## src/rtl/sqrt_req_arbiter.sv

```systemverilog
// Round-robin arbiter sharing one CORDIC sqrt unit among N requesters.
// Ports: req_* (in/rdy), resp_* (out), sq_* (sqrt unit side), busy.
module sqrt_req_arbiter #(
  parameter int N       = 4,
  parameter int W       = 16,
  parameter int TIMEOUT = 64
) (
  input  logic           clk,
  input  logic           reset,
  input  logic [N-1:0]   req_val,
  input  logic [N*W-1:0] req_data,
  output logic [N-1:0]   req_rdy,
  output logic [N-1:0]   resp_val,
  output logic [W-1:0]   resp_data,
  output logic           resp_err,
  output logic           sq_operands_val,
  output logic [W-1:0]   sq_A,
  input  logic           sq_ready,
  input  logic [W-1:0]   sq_sqrt_x,
  input  logic           sq_sqrt_valid,
  output logic           busy
);

  localparam int PW = (N > 1) ? $clog2(N) : 1;
  localparam int CW = $clog2(TIMEOUT) + 1;

  typedef enum logic [1:0] {
    IDLE,
    ISSUE,
    WAIT,
    RESP
  } state_t;

  state_t        state;
  state_t        state_nxt;
  logic [PW-1:0] ptr;
  logic [PW-1:0] gidx;
  logic [PW-1:0] win;
  logic [W-1:0]  win_op;
  logic [W-1:0]  op_q;
  logic [W-1:0]  res_q;
  logic          err_q;
  logic [CW-1:0] cnt;
  logic          found;
  logic          grant;
  logic          win_neg;
  logic          tmo;

  // First requesting index after the last winner, wrapping modulo N.
  always_comb begin
    found = 1'b0;
    win   = ptr;
    for (int k = 1; k <= N; k++) begin
      if (!found && req_val[(int'(ptr) + k) % N]) begin
        found = 1'b1;
        win   = PW'((int'(ptr) + k) % N);
      end
    end
  end

  assign win_op  = req_data[int'(win)*W +: W];
  assign win_neg = win_op[W-1];
  assign grant   = (state == IDLE) && !reset
                && found && sq_ready;
  assign tmo     = (cnt == CW'(TIMEOUT - 1));

  always_comb begin
    state_nxt = state;
    case (state)
      IDLE:    if (grant) state_nxt = win_neg ? RESP : ISSUE;
      ISSUE:   state_nxt = WAIT;
      WAIT:    if (sq_sqrt_valid || tmo) state_nxt = RESP;
      RESP:    state_nxt = IDLE;
      default: state_nxt = IDLE;
    endcase
  end

  always_ff @(posedge clk) begin
    if (reset) begin
      state <= IDLE;
      ptr   <= PW'(N - 1);
      gidx  <= '0;
      op_q  <= '0;
      res_q <= '0;
      err_q <= 1'b0;
      cnt   <= '0;
    end else begin
      state <= state_nxt;
      case (state)
        IDLE: begin
          if (grant) begin
            ptr  <= win;
            gidx <= win;
            // Negative operands never reach the unit.
            if (win_neg) begin
              res_q <= '0;
              err_q <= 1'b1;
            end else begin
              op_q <= win_op;
            end
          end
        end
        ISSUE: cnt <= '0;
        WAIT: begin
          cnt <= cnt + CW'(1);
          // A result arriving on the timeout cycle still wins.
          if (sq_sqrt_valid) begin
            res_q <= sq_sqrt_x;
            err_q <= 1'b0;
          end else if (tmo) begin
            res_q <= '0;
            err_q <= 1'b1;
          end
        end
        default: ;
      endcase
    end
  end

  assign req_rdy         = grant ? (N'(1) << win) : '0;
  assign resp_val        = (state == RESP) ? (N'(1) << gidx) : '0;
  assign resp_data       = res_q;
  assign resp_err        = err_q;
  assign sq_operands_val = (state == ISSUE);
  assign sq_A            = op_q;
  assign busy            = (state != IDLE);

endmodule

```

## config.mk

```make
export PLATFORM = sky130hd
export DESIGN_NAME = sqrt_req_arbiter
export DESIGN_NICKNAME = d
export VERILOG_FILES = /design/src/rtl/sqrt_req_arbiter.sv
export SDC_FILE = /design/constraint.sdc
export NUM_CORES = 1
export LEC_CHECK = 0
export CAP_MARGIN = 40
export CORE_MARGIN = 2
export CORE_UTILIZATION = 45
export CTS_CLUSTER_SIZE = 20
export DETAILED_ROUTE_END_ITERATION = 7
export MAX_ROUTING_LAYER = met4
export PLACE_DENSITY = 0.86
export SLEW_MARGIN = 20
export SYNTH_ARGS = -nofsm -noshare
export SYNTH_HDL_FRONTEND = slang
export SYNTH_SLANG_ARGS = --single-unit
```

## constraint.sdc

```tcl
create_clock -name clk -period 3.7 [get_ports clk]
set_input_delay 0.74 -clock clk [delete_from_list [all_inputs] [get_ports clk]]
set_output_delay 0.74 -clock clk [all_outputs]
set_load 0.03 [all_outputs]
```

[Yosys cells after proc, flatten, opt, wreduce, memory -nomap -nowiden]
Index checks and enable logic that the tools add are counted.
Word-level totals
  register bits: 45
  input port bits: 88
  output and inout bits: 43
  logic and storage cells: 92
Cells by class
  add/subtract/negate cells: 5
  order comparisons: 4
  eq/ne operators: 8
  shift operators: 3
  muxes and demuxes: 37
  bitwise logic cells: 5
  reduce and logical (&&, ||, !) cells: 23
Operator list (count)
  $mux W16: 4
  $shiftx A64 B7 Y16: 1
  $pmux W16 S2: 1
  $lt A3 B4 Y1 const B: 4
  $mux W1: 16
  $mux W2: 7
  $pmux W7 S2: 1
  $bmux W1 S2: 4
  $mux W4: 2
  $pmux W2 S4: 1
  $reduce_or A2 Y1: 4
  $shl A1 B2 Y4 const A: 2
  $add A7 B1 Y7 const B: 1
  $eq A7 B6 Y1 const B: 1
  $logic_and A1 B1 Y1: 6
  $ne A2 B2 Y1 const B: 3
  $reduce_bool A2 Y1: 3
  $add A2 B1 Y2 const B: 2
  $add A2 B2 Y2 const B: 2
  $and A1 B1 Y1 const A: 4
  $eq A2 B2 Y1 const B: 2
  $logic_not A1 Y1: 4
  $reduce_and A2 Y1: 2
  $reduce_and A4 Y1: 1
  other kinds (7): 7

[Logic depth before layout (Yosys ltp)]
  depth after elaboration: 20
  gate-level depth with buffers: 9
  gate-level depth less buffers: 7

[Least setup slack after synthesis]
No wires, ideal clock.
  kind: input to output
  start point: in req_val[0]
  end point: out req_rdy[0]
  arrival: 2387 ps
  required time: 2960 ps
  path slack: 573 ps
  cell stages on the path: 5
  buffers on the path: 1
  cell sequence: and3b_1 -> nor3_2 -> clkbuf_1 -> inv_1 -> nor3_1
On the way
  cells in the longest elaborated chain, start to end: 16
  elaborated cells on any way between the ends: 30
  classes of those cells: shift: 1; mux: 21; reduce/logical: 8
RTL lines
  start: declaration: line 10  | input logic [N-1:0] req_val,
  $bmux W1 S2: line 54  | if (!found && req_val[(int'(ptr) + k) % N]) begin
  $mux W1 (implied by the code) (2 in a row): line 54
  $mux W1: line 54
  $logic_not A1 Y1: line 54
  $logic_and A1 B1 Y1: line 54
  $mux W1: line 54
  $logic_not A1 Y1: line 54
  $logic_and A1 B1 Y1: line 54
  $mux W1: line 54
  $logic_not A1 Y1: line 54
  $logic_and A1 B1 Y1: line 54
  $mux W1: line 54
  $logic_and A1 B1 Y1 (2 in a row): line 64  | && found && sq_ready;
  $mux W4 (*): line 120  | assign req_rdy = grant ? (N'(1) << win) : '0;
  end: declaration: line 12  | output logic [N-1:0] req_rdy,
Every way passes the cells marked *; elsewhere a longest branch is shown, timed or not. The select of a mux whose other input is x is not followed.

[Worst setup path after layout]
  start point: in req_val[3]
  end point: out req_rdy[1]
Same word-level chain as after synthesis.

==> summary.txt <==
Clock tree
  – CTS tree: yes
  – Clock Path Buffers: 2
  – Post-CTS setup buffers: 0
  – Total CTS buffers: 5
  – Clk sinks: 45
  – Resize count post-CTS: 0
  – Worst-path clk slew: roughly 0.08 ns
  – Clk_lat worst skew: approximately 0.3 ns
  – CTS Hold Bufs: 0
  – CTS H-tree depth: 2
  – CTS Root Cell: clkbuf_8

Critical path
  – Crit path required time: 2.96 ns
  – CP endpoint kind: primary output
  – Startpoint Class: primary input
  – Arrival time worst endpoint: about 2.8 ns
  – Worst Setup Path Type: primary input to primary output
  – CP max FO: 5
  – Worst reg-to-reg setup slack: 1.43 ns
  – R2R Path Start: ptr[1]
  – Reg-to-Reg End: sq_A[12]
  – Reg2Reg Depth: 7

Pwr
  – Worst VDD drop: around 0.48 mV
  – Total power: 1.93 mW
  – Pwr dens: ~460 nW/um^2
  – Pleak: 1.47 nW

Synthesis
  – Top post-synthesis cells by area: dfxtp_1 32%, mux2i_1 6.0%, nand2_1 5.3%, a32oi_1 5.0%, o311ai_1 5.0%
  – Post-synthesis simple-gate area fraction: 22.4%
  – Synth top area share: between 30% and 40%
  – Mux share of post-synthesis cell area: 7.01%
  – Synthesized area per cell: 8.52 um^2
  – Adder-Cell Fraction of Synth Area: about 2.7%
  – Most used DFF post-synth: dfxtp_1
  – Number of synthesized flops with an enable pin: 0
  – Count of cell types in the netlist: 49
  – Synth Area in Compound Gates: about 28%
  – Largest area contributor in the netlist: dfxtp_1
  – Cell Area, Synth: between 2000 and 3000 um^2
  – Seq cells post-synth: 45
  – Largest family of logic cells by synthesized area: compound AO/OA/AOI/OAI gates
  – Synth Area in XOR/XNOR: under 10%
  – Synth Net Count: between 400 and 500
  – Post-Syn Instances: between 300 and 400
  – Register area share after synthesis: between 30% and 40%
  – Synth Warn #: 0
  – Async SR Flop Fraction: 0%

Global route
  – Initial antenna violation count: 0
  – Total track usage: 24.3%
  – Number of global-route vias before repair: ~2800
  – First-pass GRT wire length: about 14000 um
  – Total gr overflow: 0
  – Largest net degree at the start of global routing: 46

Place
  – Placer Congestion: approximately 0.9
  – # placed instances: around 510
  – PortBufs: about 130
  – Post-DP HPWL: around 6200 um
  – Pre-CTS WS: 0.161 ns
  – Placed cell area: just over 4000 um^2

STA
  – Unrepaired setup endpoints after global routing: no
  – Final WS setup: approximately 0.13 ns
  – Final Cycle Share: a little over nine tenths
  – Final hold violations: 0
  – Worst hold slack: ~0.46 ns
  – Headroom to the max-slew limit: around 60%
  – Max Clk Rate: 280 MHz
  – Fin Setup TNS: 0 ns
  – Worst Tran Pin Value: approximately 0.61 ns
  – Setup Skew: around 0.0038 ns
  – Setup violations, final: 0
  – Max Transition Viols Final: 0
  – Minimum clock period: about 3.6 ns

Route
  – Initial DRC count: 82
  – WL/cell: 16.1 um
  – Vias per std cell: 5.73
  – Vias post-DR: roughly 3000
  – Final wirelength: about 8400 um
  – DRC: 0
  – First-pass detailed-route iteration total: 5
  – Final ANT Viol Nets: 0

Layout
  – Layout cells sized above 1: between 6 and 7%
  – Final Util: a little over two thirds
  – Post-route cell area: about 4200 um^2
  – Final net count: between 500 and 600
  – ANT cells: 0
  – Area grow syn2layout: 48.2%
  – Post-Layout Cell Count: around 520

Die
  – Core area: between 5000 and 6000 um^2
  – Die width: about 83 um
  – Num ports: 131
  – Die height: between 80 and 90 um
  – Site row count: 28
  – Full die area: around 6900 um^2
  – Initial core utilization: a little under half

Min path
  – Worst hold start: sq_A[10]
  – Hold WC Path Type: flip-flop to flip-flop
  – Worst Hold End: sq_A[10]
  – Worst Hold Depth: 2

Run
  – Max-Cap Viols: 0

Status
  – Outcome: finished, final reports clean
==> power by group <==
part           switching [mW]  leakage (nW)  internal [mW]  total (mW)
Clock                   0.173        0.0439          0.131       0.303
Combinational           0.595          1.06          0.415        1.01
Sequential             0.0612         0.365          0.559       0.620
==> cells in the mapped netlist (2+ instances only) <==
cell	number
xor2_1	3
o21ai_0	5
nand2_1	40
buf_2	11
a32oi_1	16
buf_6	5
clkbuf_1	12
and3b_1	2
o311ai_1	16
a21oi_1	21
nand4_1	4
nand3_1	19
nor2b_1	17
dfxtp_1	45
inv_1	6
mux2i_1	17
a21o_1	4
a211o_1	15
nand3b_1	2
a211oi_1	17
buf_4	2
and3_1	2
or3_1	2
nand2b_1	4
nor3_1	2
mux2i_2	2
nor2_1	13
ha_1	6
==> registers in the layout, summed over array words and instances, names as in the netlist <==
register	count
resp_data	16
sq_A	15
cnt	7
gidx	2
ptr	2
state	2
resp_err	1
==> critical path, stage by stage <==
cell             delay (ns)
clkdlybuf4s50_1        0.60
nand2_1                0.11
a21oi_1                0.39
nor3_4                 0.08
nor3_1                 0.20
clkdlybuf4s50_1        0.70
==> final cells by class <==
type / instances / area, um^2
Sequential cell: 45 / 901
Clock buffer: 5 / 68.8
Multi-Input combinational cell: 250 / 1730
Fill cell: 502 / 1810
Inverter: 6 / 22.5
Timing Repair Buffer: 137 / 1350
Tap cell: 75 / 93.8
Clock inverter: 3 / 17.5
==> cell families (layout without fill, tap and decap cells) <==
logic type                 after synthesis  after routing
AOI/OAI and AO/OA                      102            102
xor gates and xnor gates                 4              4
adders and majority gates                6              6
buffers and inverters                   36            151
DFF                                     45             45
muxes                                   19             19
other                                    1              1
and+or+nand+nor                        118            118
==> worst max path at each step <==
stage / startpoint / endpoint / slack [ns] / depth (start not counted)
global placement: req_val[3] / req_rdy[1] / 0.19 / 6
finish: req_val[3] / req_rdy[1] / 0.13 / 6
detailed placement: req_val[3] / req_rdy[1] / 0.16 / 6
global route: req_val[3] / req_rdy[1] / 0.04 / 6
floorplan: req_val[0] / req_rdy[0] / 0.57 / 5
CTS: req_val[3] / req_rdy[1] / 0.15 / 6
==> routing by layer <==
layer | up-vias | routed length, um | GRT usage (%)
met5 | - | 0 | -
met4 | 0 | 77 | 4.47
met3 | 10 | 563 | 5.86
met2 | 114 | 3890 | 39.9
met1 | 1381 | 3840 | 30.9
li1 | 1478 | - | -
==> layout by cell type, fill, tap and decap left out, types with 5 or more instances in the layout <==
master,n
a32oi_1,16
buf_4,10
a211o_1,15
nor2_1,13
clkdlybuf4s50_1,127
a21oi_1,21
mux2i_1,17
o311ai_1,16
nor2b_1,17
nand2_1,40
ha_1,6
a211oi_1,17
o21ai_0,5
inv_1,6
clkbuf_8,5
nand3_1,19
dfxtp_1,45
(Power assumes the default switching activity.)
